==> src/rtl/uart_msg_pkg.sv <==
`default_nettype none
// +----------------------------------------------------------------------------+
// | uart_msg_pkg: shared UART message IDs, flag bit positions, report widths,  |
// | frame-length helpers. MEM_REPORT_TX_CHECKSUM_EN appends an XOR byte.       |
// | Revision: 1.0                                                              |
// +----------------------------------------------------------------------------+
package uart_msg_pkg;

    localparam int ADDR_W = 8;
    localparam int DATA_W = 32;

    localparam logic [7:0] MSG_ID_RECEIVED_WRONG_NUM = 8'h03;

    localparam int FLAG_REPLACED = 0;
    localparam int FLAG_OVERRUN  = 1;

`ifdef MEM_REPORT_TX_CHECKSUM_EN
    localparam int CHECKSUM_BYTES = 1;
`else
    localparam int CHECKSUM_BYTES = 0;
`endif

    typedef enum logic [0:0] {
        ST_IDLE = 1'b0,
        ST_SEND = 1'b1
    } tx_state_e;

    function automatic int payload_bytes(input int aw, input int dw);
        return (aw + dw + 7) / 8;
    endfunction

    // Header byte + flags byte + payload (+ optional checksum).
    function automatic int frame_len(input int aw, input int dw);
        return payload_bytes(aw, dw) + 2 + CHECKSUM_BYTES;
    endfunction

endpackage
`default_nettype wire

==> src/rtl/msg_byte_serializer.sv <==
`default_nettype none
// +----------------------------------------------------------------------------+
// | msg_byte_serializer: loads an N-byte vector and streams it MSB byte first  |
// | over valid/ready; done pulses with the acceptance of the last byte.        |
// | Revision: 1.0                                                              |
// +----------------------------------------------------------------------------+
module msg_byte_serializer #(
    parameter int N = 7
) (
    input  logic           clk,
    input  logic           n_reset,
    input  logic           load,
    input  logic [8*N-1:0] load_bytes,
    input  logic           tx_ready,
    output logic [7:0]     tx_data,
    output logic           tx_valid,
    output logic           done
);

    localparam int             IDX_W    = (N > 1) ? $clog2(N) : 1;
    localparam logic [IDX_W-1:0] LAST_IDX = IDX_W'(N - 1);

    logic [8*N-1:0]   shreg_q, shreg_d;
    logic [IDX_W-1:0] idx_q, idx_d;
    logic             valid_q, valid_d;

    always_comb begin
        shreg_d = shreg_q;
        idx_d   = idx_q;
        valid_d = valid_q;
        done    = 1'b0;
        if (load) begin
            shreg_d = load_bytes;
            idx_d   = '0;
            valid_d = 1'b1;
        end else if (valid_q && tx_ready) begin
            shreg_d = shreg_q << 8;
            if (idx_q == LAST_IDX) begin
                valid_d = 1'b0;
                done    = 1'b1;
            end else begin
                idx_d = idx_q + IDX_W'(1);
            end
        end
    end

    always_ff @(posedge clk or negedge n_reset) begin
        if (!n_reset) begin
            shreg_q <= '0;
            idx_q   <= '0;
            valid_q <= 1'b0;
        end else begin
            shreg_q <= shreg_d;
            idx_q   <= idx_d;
            valid_q <= valid_d;
        end
    end

    assign tx_data  = shreg_q[8*N-1 -: 8];
    assign tx_valid = valid_q;

endmodule
`default_nettype wire

==> src/rtl/mem_report_tx.sv <==
`default_nettype none
// +----------------------------------------------------------------------------+
// | mem_report_tx: acks memory-manager number reports and frames them as UART  |
// | messages. Optional checksum byte: MEM_REPORT_TX_CHECKSUM_EN.               |
// | Revision: 1.0                                                              |
// +----------------------------------------------------------------------------+
module mem_report_tx #(
    parameter int         ADDR_W = uart_msg_pkg::ADDR_W,
    parameter int         DATA_W = uart_msg_pkg::DATA_W,
    parameter logic [7:0] MSG_ID = uart_msg_pkg::MSG_ID_RECEIVED_WRONG_NUM
) (
    input  logic                     clk,
    input  logic                     n_reset,
    input  logic [ADDR_W+DATA_W-1:0] mem_received_num,
    input  logic                     mem_received_valid,
    input  logic                     mem_received_replaced,
    input  logic                     mem_received_overrun,
    output logic                     mem_received_ack,
    output logic [7:0]               tx_data,
    output logic                     tx_valid,
    input  logic                     tx_ready,
    output logic                     busy
);

    import uart_msg_pkg::*;

    localparam int NUM_W = ADDR_W + DATA_W;
    localparam int PB    = payload_bytes(ADDR_W, DATA_W);
    localparam int N     = frame_len(ADDR_W, DATA_W);

    tx_state_e state_q, state_d;
    logic      ack_q, ack_d;
    logic      overrun_pending_q, overrun_pending_d;
    logic      capture;
    logic      ser_done;

    logic [8*PB-1:0] payload;
    logic [7:0]      flags;
    logic [8*N-1:0]  frame;
`ifdef MEM_REPORT_TX_CHECKSUM_EN
    logic [8*(PB+2)-1:0] body;
    logic [7:0]          cksum;
`endif

    // Frame is assembled straight from the inputs; the serializer latches it on capture.
    always_comb begin
        payload                = '0;
        payload[NUM_W-1:0]     = mem_received_num;
        flags                  = '0;
        flags[FLAG_REPLACED]   = mem_received_replaced;
        flags[FLAG_OVERRUN]    = overrun_pending_q | mem_received_overrun;
`ifdef MEM_REPORT_TX_CHECKSUM_EN
        body  = {MSG_ID, flags, payload};
        cksum = '0;
        for (int i = 0; i < PB + 2; i++) begin
            cksum = cksum ^ body[8*i +: 8];
        end
        frame = {body, cksum};
`else
        frame = {MSG_ID, flags, payload};
`endif
    end

    always_comb begin
        state_d           = state_q;
        ack_d             = 1'b0;
        overrun_pending_d = overrun_pending_q;
        capture           = 1'b0;
        case (state_q)
            ST_IDLE: begin
                if (mem_received_valid) begin
                    capture = 1'b1;
                    ack_d   = 1'b1;
                    state_d = ST_SEND;
                end
            end
            ST_SEND: begin
                if (ser_done) begin
                    state_d = ST_IDLE;
                end
            end
            default: state_d = ST_IDLE;
        endcase
        // A capture folds any overrun into its own flags, so pending only tracks uncaptured cycles.
        if (capture) begin
            overrun_pending_d = 1'b0;
        end else if (mem_received_overrun) begin
            overrun_pending_d = 1'b1;
        end
    end

    always_ff @(posedge clk or negedge n_reset) begin
        if (!n_reset) begin
            state_q           <= ST_IDLE;
            ack_q             <= 1'b0;
            overrun_pending_q <= 1'b0;
        end else begin
            state_q           <= state_d;
            ack_q             <= ack_d;
            overrun_pending_q <= overrun_pending_d;
        end
    end

    msg_byte_serializer #(
        .N (N)
    ) u_serializer (
        .clk        (clk),
        .n_reset    (n_reset),
        .load       (capture),
        .load_bytes (frame),
        .tx_ready   (tx_ready),
        .tx_data    (tx_data),
        .tx_valid   (tx_valid),
        .done       (ser_done)
    );

    assign mem_received_ack = ack_q;
    assign busy             = (state_q == ST_SEND);

endmodule
`default_nettype wire

==> config.mk <==
export PLATFORM = sky130hd
export DESIGN_NAME = mem_report_tx
export DESIGN_NICKNAME = d
export VERILOG_FILES = /design/src/rtl/uart_msg_pkg.sv /design/src/rtl/msg_byte_serializer.sv /design/src/rtl/mem_report_tx.sv
export SDC_FILE = /design/constraint.sdc
export NUM_CORES = 1
export LEC_CHECK = 0
export ABC_AREA = 1
export CORE_MARGIN = 3
export CORE_UTILIZATION = 40
export DETAILED_ROUTE_END_ITERATION = 8
export HOLD_SLACK_MARGIN = 0.15
export PLACE_DENSITY_LB_ADDON = 0.2
export SLEW_MARGIN = 15
export SYNTH_ARGS = -nofsm -noshare
export SYNTH_HDL_FRONTEND = slang
export SYNTH_SLANG_ARGS = --single-unit
==> constraint.sdc <==
create_clock -name clk -period 2.5 [get_ports clk]
set_input_delay 0.75 -clock clk [delete_from_list [all_inputs] [get_ports clk]]
set_output_delay 0.75 -clock clk [all_outputs]
set_load 0.02 [all_outputs]
-- After elaboration in Yosys (flattened, before gate mapping)
Index checks and enable logic that the tools add are counted.
- logic and storage cells: 34
- register bits after elaboration: 63
- input port bits: 46
- output and inout bits: 11
- reductions and logical operators: 6
- mux-type cells: 17
- eq/ne operators: 2
- bitwise gates (word level): 2
- add/subtract/negate cells: 1
- operator list (operator ; number):
    2-to-1 mux 56 bit ; 2
    2-to-1 mux 1 bit ; 11
    2-to-1 mux 3 bit ; 3
    nonzero test 2 bit ; 3
    AND reduction 2 bit ; 2
    adder 3 x 1 -> 3 bit, second input constant ; 1
    == test 3 bit, second input constant ; 1
    inequality test 2 bit, second input constant ; 1
    one-hot mux 1 bit (2 select lines) ; 1
    logical AND 1 bit ; 1
    NOT 1 bit ; 1
    bitwise OR 1 bit ; 1

-- Logic depth before layout (Yosys ltp)
- depth in word-level cells: 6
- depth in mapped cells: 8

-- Cells and area by module
From an unflattened synthesis, not the netlist that was laid out.
- cell total of the unflattened synthesis: 347
- area total of the unflattened synthesis: 2839.0 um^2
- by module, submodules not included (module ; cells an instance ; seq. area each (um^2) ; area each (um^2) ; instances):
    msg_byte_serializer ; 332 ; 1501.4 ; 2716.4 ; 1
    mem_report_tx ; 15 ; 75.1 ; 122.6 ; 1

-- Least setup slack after synthesis
No wires, ideal clock.
- kind: in2reg
- start: input port tx_ready
- end: register u_serializer.shreg_q[53]
- setup slack: 1.004 ns
- required time: 2.384 ns
- stages: 7
- arrival: 1.380 ns
- library setup time: 0.116 ns
- path through: nand2_1 > nand2_2 > inv_2 > buf_6 > buf_6 > nand2_1 > nand2_1
- longest elaborated chain between the ends: 2
- ends and longest elaborated chain (element ; RTL line ; text):
    start, declared ; mem_report_tx.sv:21 ; input logic tx_ready,
    logical AND 1 bit ; msg_byte_serializer.sv:36 ; end else if (valid_q && tx_ready) begin
    nonzero test 2 bit (no source line) ; n/a ;
    end signal, assigned ; msg_byte_serializer.sv:53 ; shreg_q <= shreg_d;
    end, declared ; msg_byte_serializer.sv:23 ; logic [8*N-1:0] shreg_q, shreg_d;
No other way between the ends.
A chain may end at the register's enable or synchronous reset.

-- Worst setup path after layout
- start: register state_q, in the netlist busy
- end: output port busy
- RTL lines (element ; RTL line ; text):
    start, declared ; mem_report_tx.sv:31 ; tx_state_e state_q, state_d;
    start signal, assigned ; mem_report_tx.sv:98 ; state_q <= state_d;
    end, declared ; mem_report_tx.sv:22 ; output logic busy
No word-level cell between the ends.

==> metrics.md <==
| Metric | Value |
|---|---|
| Outcome | `completed` |
| Vias in the first global route | `between 2000 and 2500` |
| Post-Syn Nets | `388` |
| Total power draw | `just under 4000 uW` |
| Relative max-transition margin | `a little under two thirds` |
| DR vias | `roughly 2300` |
| Post-Route Skew | `7.79 ps` |
| Peak VDD IR | `between 0.4 and 0.5 mV` |
| Final min period | `~2200 ps` |
| #FFs+latches synth | `63` |
| Synth Instances | `340` |
| Syn Area/Cell | `slightly above 8 sq um` |
| Die height | `89.5 um` |
| Final non-filler cell total | `between 400 and 500` |
| Critical path fanouts, max | `4` |
| Wire per inst | `around 12 um` |
| Starting Density | `42.5%` |
| Gr ovfl total | `0` |
| GP Congestion | `0.773` |
| First-pass DRT Iterations | `4` |
| Die Width | `89.5 um` |
| CTS tree | `built` |
| Placed Cells | `470` |
| CP Launch Type | `register` |
| Core ar. | `roughly 6600 sq um` |
| CTS resizes | `0` |
| Nets@finish | `roughly 440` |
| Placement Setup Slack | `roughly 330 ps` |
| Fillcell total | `~610` |
| Layout cells sized above 1 | `7.63%` |
| Ys Warns | `0` |
| Slowest-stage cell, CP | `clkdlybuf4s50_1` |
| Max stage delay on crit path | `650 ps` |
| Row Count | `29` |
| CTS Buffer Depth | `2` |
| MaxCap Viol Count | `0` |
| Routed Wire Length | `5840 um` |
| Largest net degree at the start of global routing | `42` |
| IO Pins | `57` |
| R2R Setup Slk | `around 1100 ps` |
| RSZ-0062 raised after global routing | `false` |
| R2R cell count | `5` |
| Port buffer count | `56` |
| RR Endpoint | `u_serializer.shreg_q[27]` |
| Iteration-0 DRC Markers | `approximately 110` |
| CTS sink cnt | `63` |
| Max-slew violation count | `0` |
| Crit-path cells | `clkdlybuf4s50_1` |
| Critical Path Sink Type | `primary output` |
| Kind of critical path | `reg2out` |
| Clock slew at reported path FFs | `approximately 70 ps` |
| GRT Overall Usage | `between 10% and 20%` |
| Worst setup margin | `about 310 ps` |
| Post-synthesis sequential area ratio | `a little under three fifths` |
| Worst path arrival time | `about 1400 ps` |
| Worst Path Required | `between 1500 and 2000 ps` |
| CP Buf/Inv Count | `1` |
| Cts hold-fix bufs | `0` |
| Inserted Diodes | `0` |
| Number of routed nets with antenna violations | `0` |
| Largest delay contributor family on the critical path | `buffers and inverters` |
| Avg Vias per Cell | `around 4.6` |
| Setup violators final | `0` |
| Setup bufs post-CTS | `0` |
| Leakage | `~0.0018 uW` |
| Worst-margin pin slew | `around 540 ps` |
| Die area | `8020 sq um` |
| Worst min-delay path category | `in2async` |
| CTS Root Cell | `clkbuf_8` |
| Clock latency on the worst-skew pair | `340 ps` |
| PwrDens | `about 1100 nW/um^2` |
| Hpwl dp | `3950 um` |
| Post-Syn Area | `2790 sq um` |
| Setup TNS | `0 ps` |
| Unique masters post-synth | `15` |
| Global-route wire length before repair | `just under 10000 um` |
| DRC viols | `0` |
| Critical R2R Launch | `u_serializer.tx_valid` |
| Inserted Clock Buffers | `9` |
| Final Hold Viols | `0` |
| Initial antenna violation count | `0` |
| Area growth, synth to finish | `28.8%` |
| Final Cycle Share | `between 80 and 90%` |
| H-Tree Depth | `3` |
| Maximum clock rate | `approximately 0.46 GHz` |
[state kept, by name, summed over array words and instances, names as in the netlist]
| register | flops |
|---|---|
| busy | 1 |
| u_serializer.shreg_q | 56 |
| mem_received_ack | 1 |
| u_serializer.idx_q | 3 |
| overrun_pending_q | 1 |
| u_serializer.tx_valid | 1 |
[worst max path at each step]
stage,to,from,cells after the start,slack [ps]
3_5_place_dp,u_serializer.idx_q[0],tx_ready,7,330
2_1_floorplan,u_serializer.shreg_q[53],tx_ready,7,1000
3_3_place_gp,u_serializer.idx_q[2],tx_ready,7,380
6_report,busy,busy,1,310
4_1_cts,busy,busy,1,300
5_1_grt,busy,busy,1,270
[synth_stat cells]
master      n  area [sq um]
buf_4      10          75.1
nand2_1   167           627
inv_2       2          7.51
clkbuf_1    5          18.8
buf_2      10          50.1
a21oi_1     2          10.0
nor2_1      4          15.0
o21ai_0     3          15.0
nand2_2     2          12.5
inv_1       5          18.8
nand3_1    61           305
nor2_2      2          12.5
dfrtp_1    63          1580
buf_6       2          22.5
ha_1        2          25.0
[layout by cell type (no fill, tap or decap), types with 2 or more instances in the layout]
cell             count
ha_1                 2
clkdlybuf4s50_1     55
clkinv_2             2
o21ai_0              3
clkbuf_8            12
nand2_2              2
dfrtp_1             63
inv_2                2
buf_4                6
inv_1                5
nand2_1            167
nor2_1               4
buf_12               2
nand3_1             61
a21oi_1              2
[metal layers]
layer	routed length, um	vias up	GRT usage, %	share of wire [%]
li1	-	1163	-	-
met1	2720	1032	19.9	47
met2	2760	52	26.8	47
met3	283	9	5.71	4.8
met4	76	0	5.28	1.3
met5	0	-	0	0
[layout make-up]
cell class / count / area (sq um) / share of cell area [%]
clock buffers: 13 / 169 / 4.70
clock inverters: 3 / 40.0 / 1.11
inverters: 7 / 26.3 / 0.731
multi-input cells: 243 / 1030 / 28.6
flip-flops and latches: 63 / 1580 / 43.8
well taps: 93 / 116 / 3.24
repair buffers: 64 / 641 / 17.8
[per-stage QoR]
| stage | hold WS (ps) | utilization, % | instance area (sq um) |
|---|---|---|---|
| after floorplan | 442 | - | 2790 |
| after detailed placement | 457 | 51.6 | 3390 |
| after CTS | 399 | 54.8 | 3600 |
| after global placement | 452 | 51.6 | 3390 |
| final | 386 | 54.8 | 3600 |
| after global routing | 426 | 54.8 | 3600 |
[power by group]
group          internal [uW]  switching [uW]  leakage, uW
clock network            539             369     0.000109
registers               1440             232     0.000824
logic                    561             764     0.000887
[cell families after synthesis]
group / synth area share, %
fa+ha+maj: 0.896
flops: 56.5
compound gates: 0.896
simple gates: 34.8
buf+inv: 6.90
(Power assumes the default switching activity.)
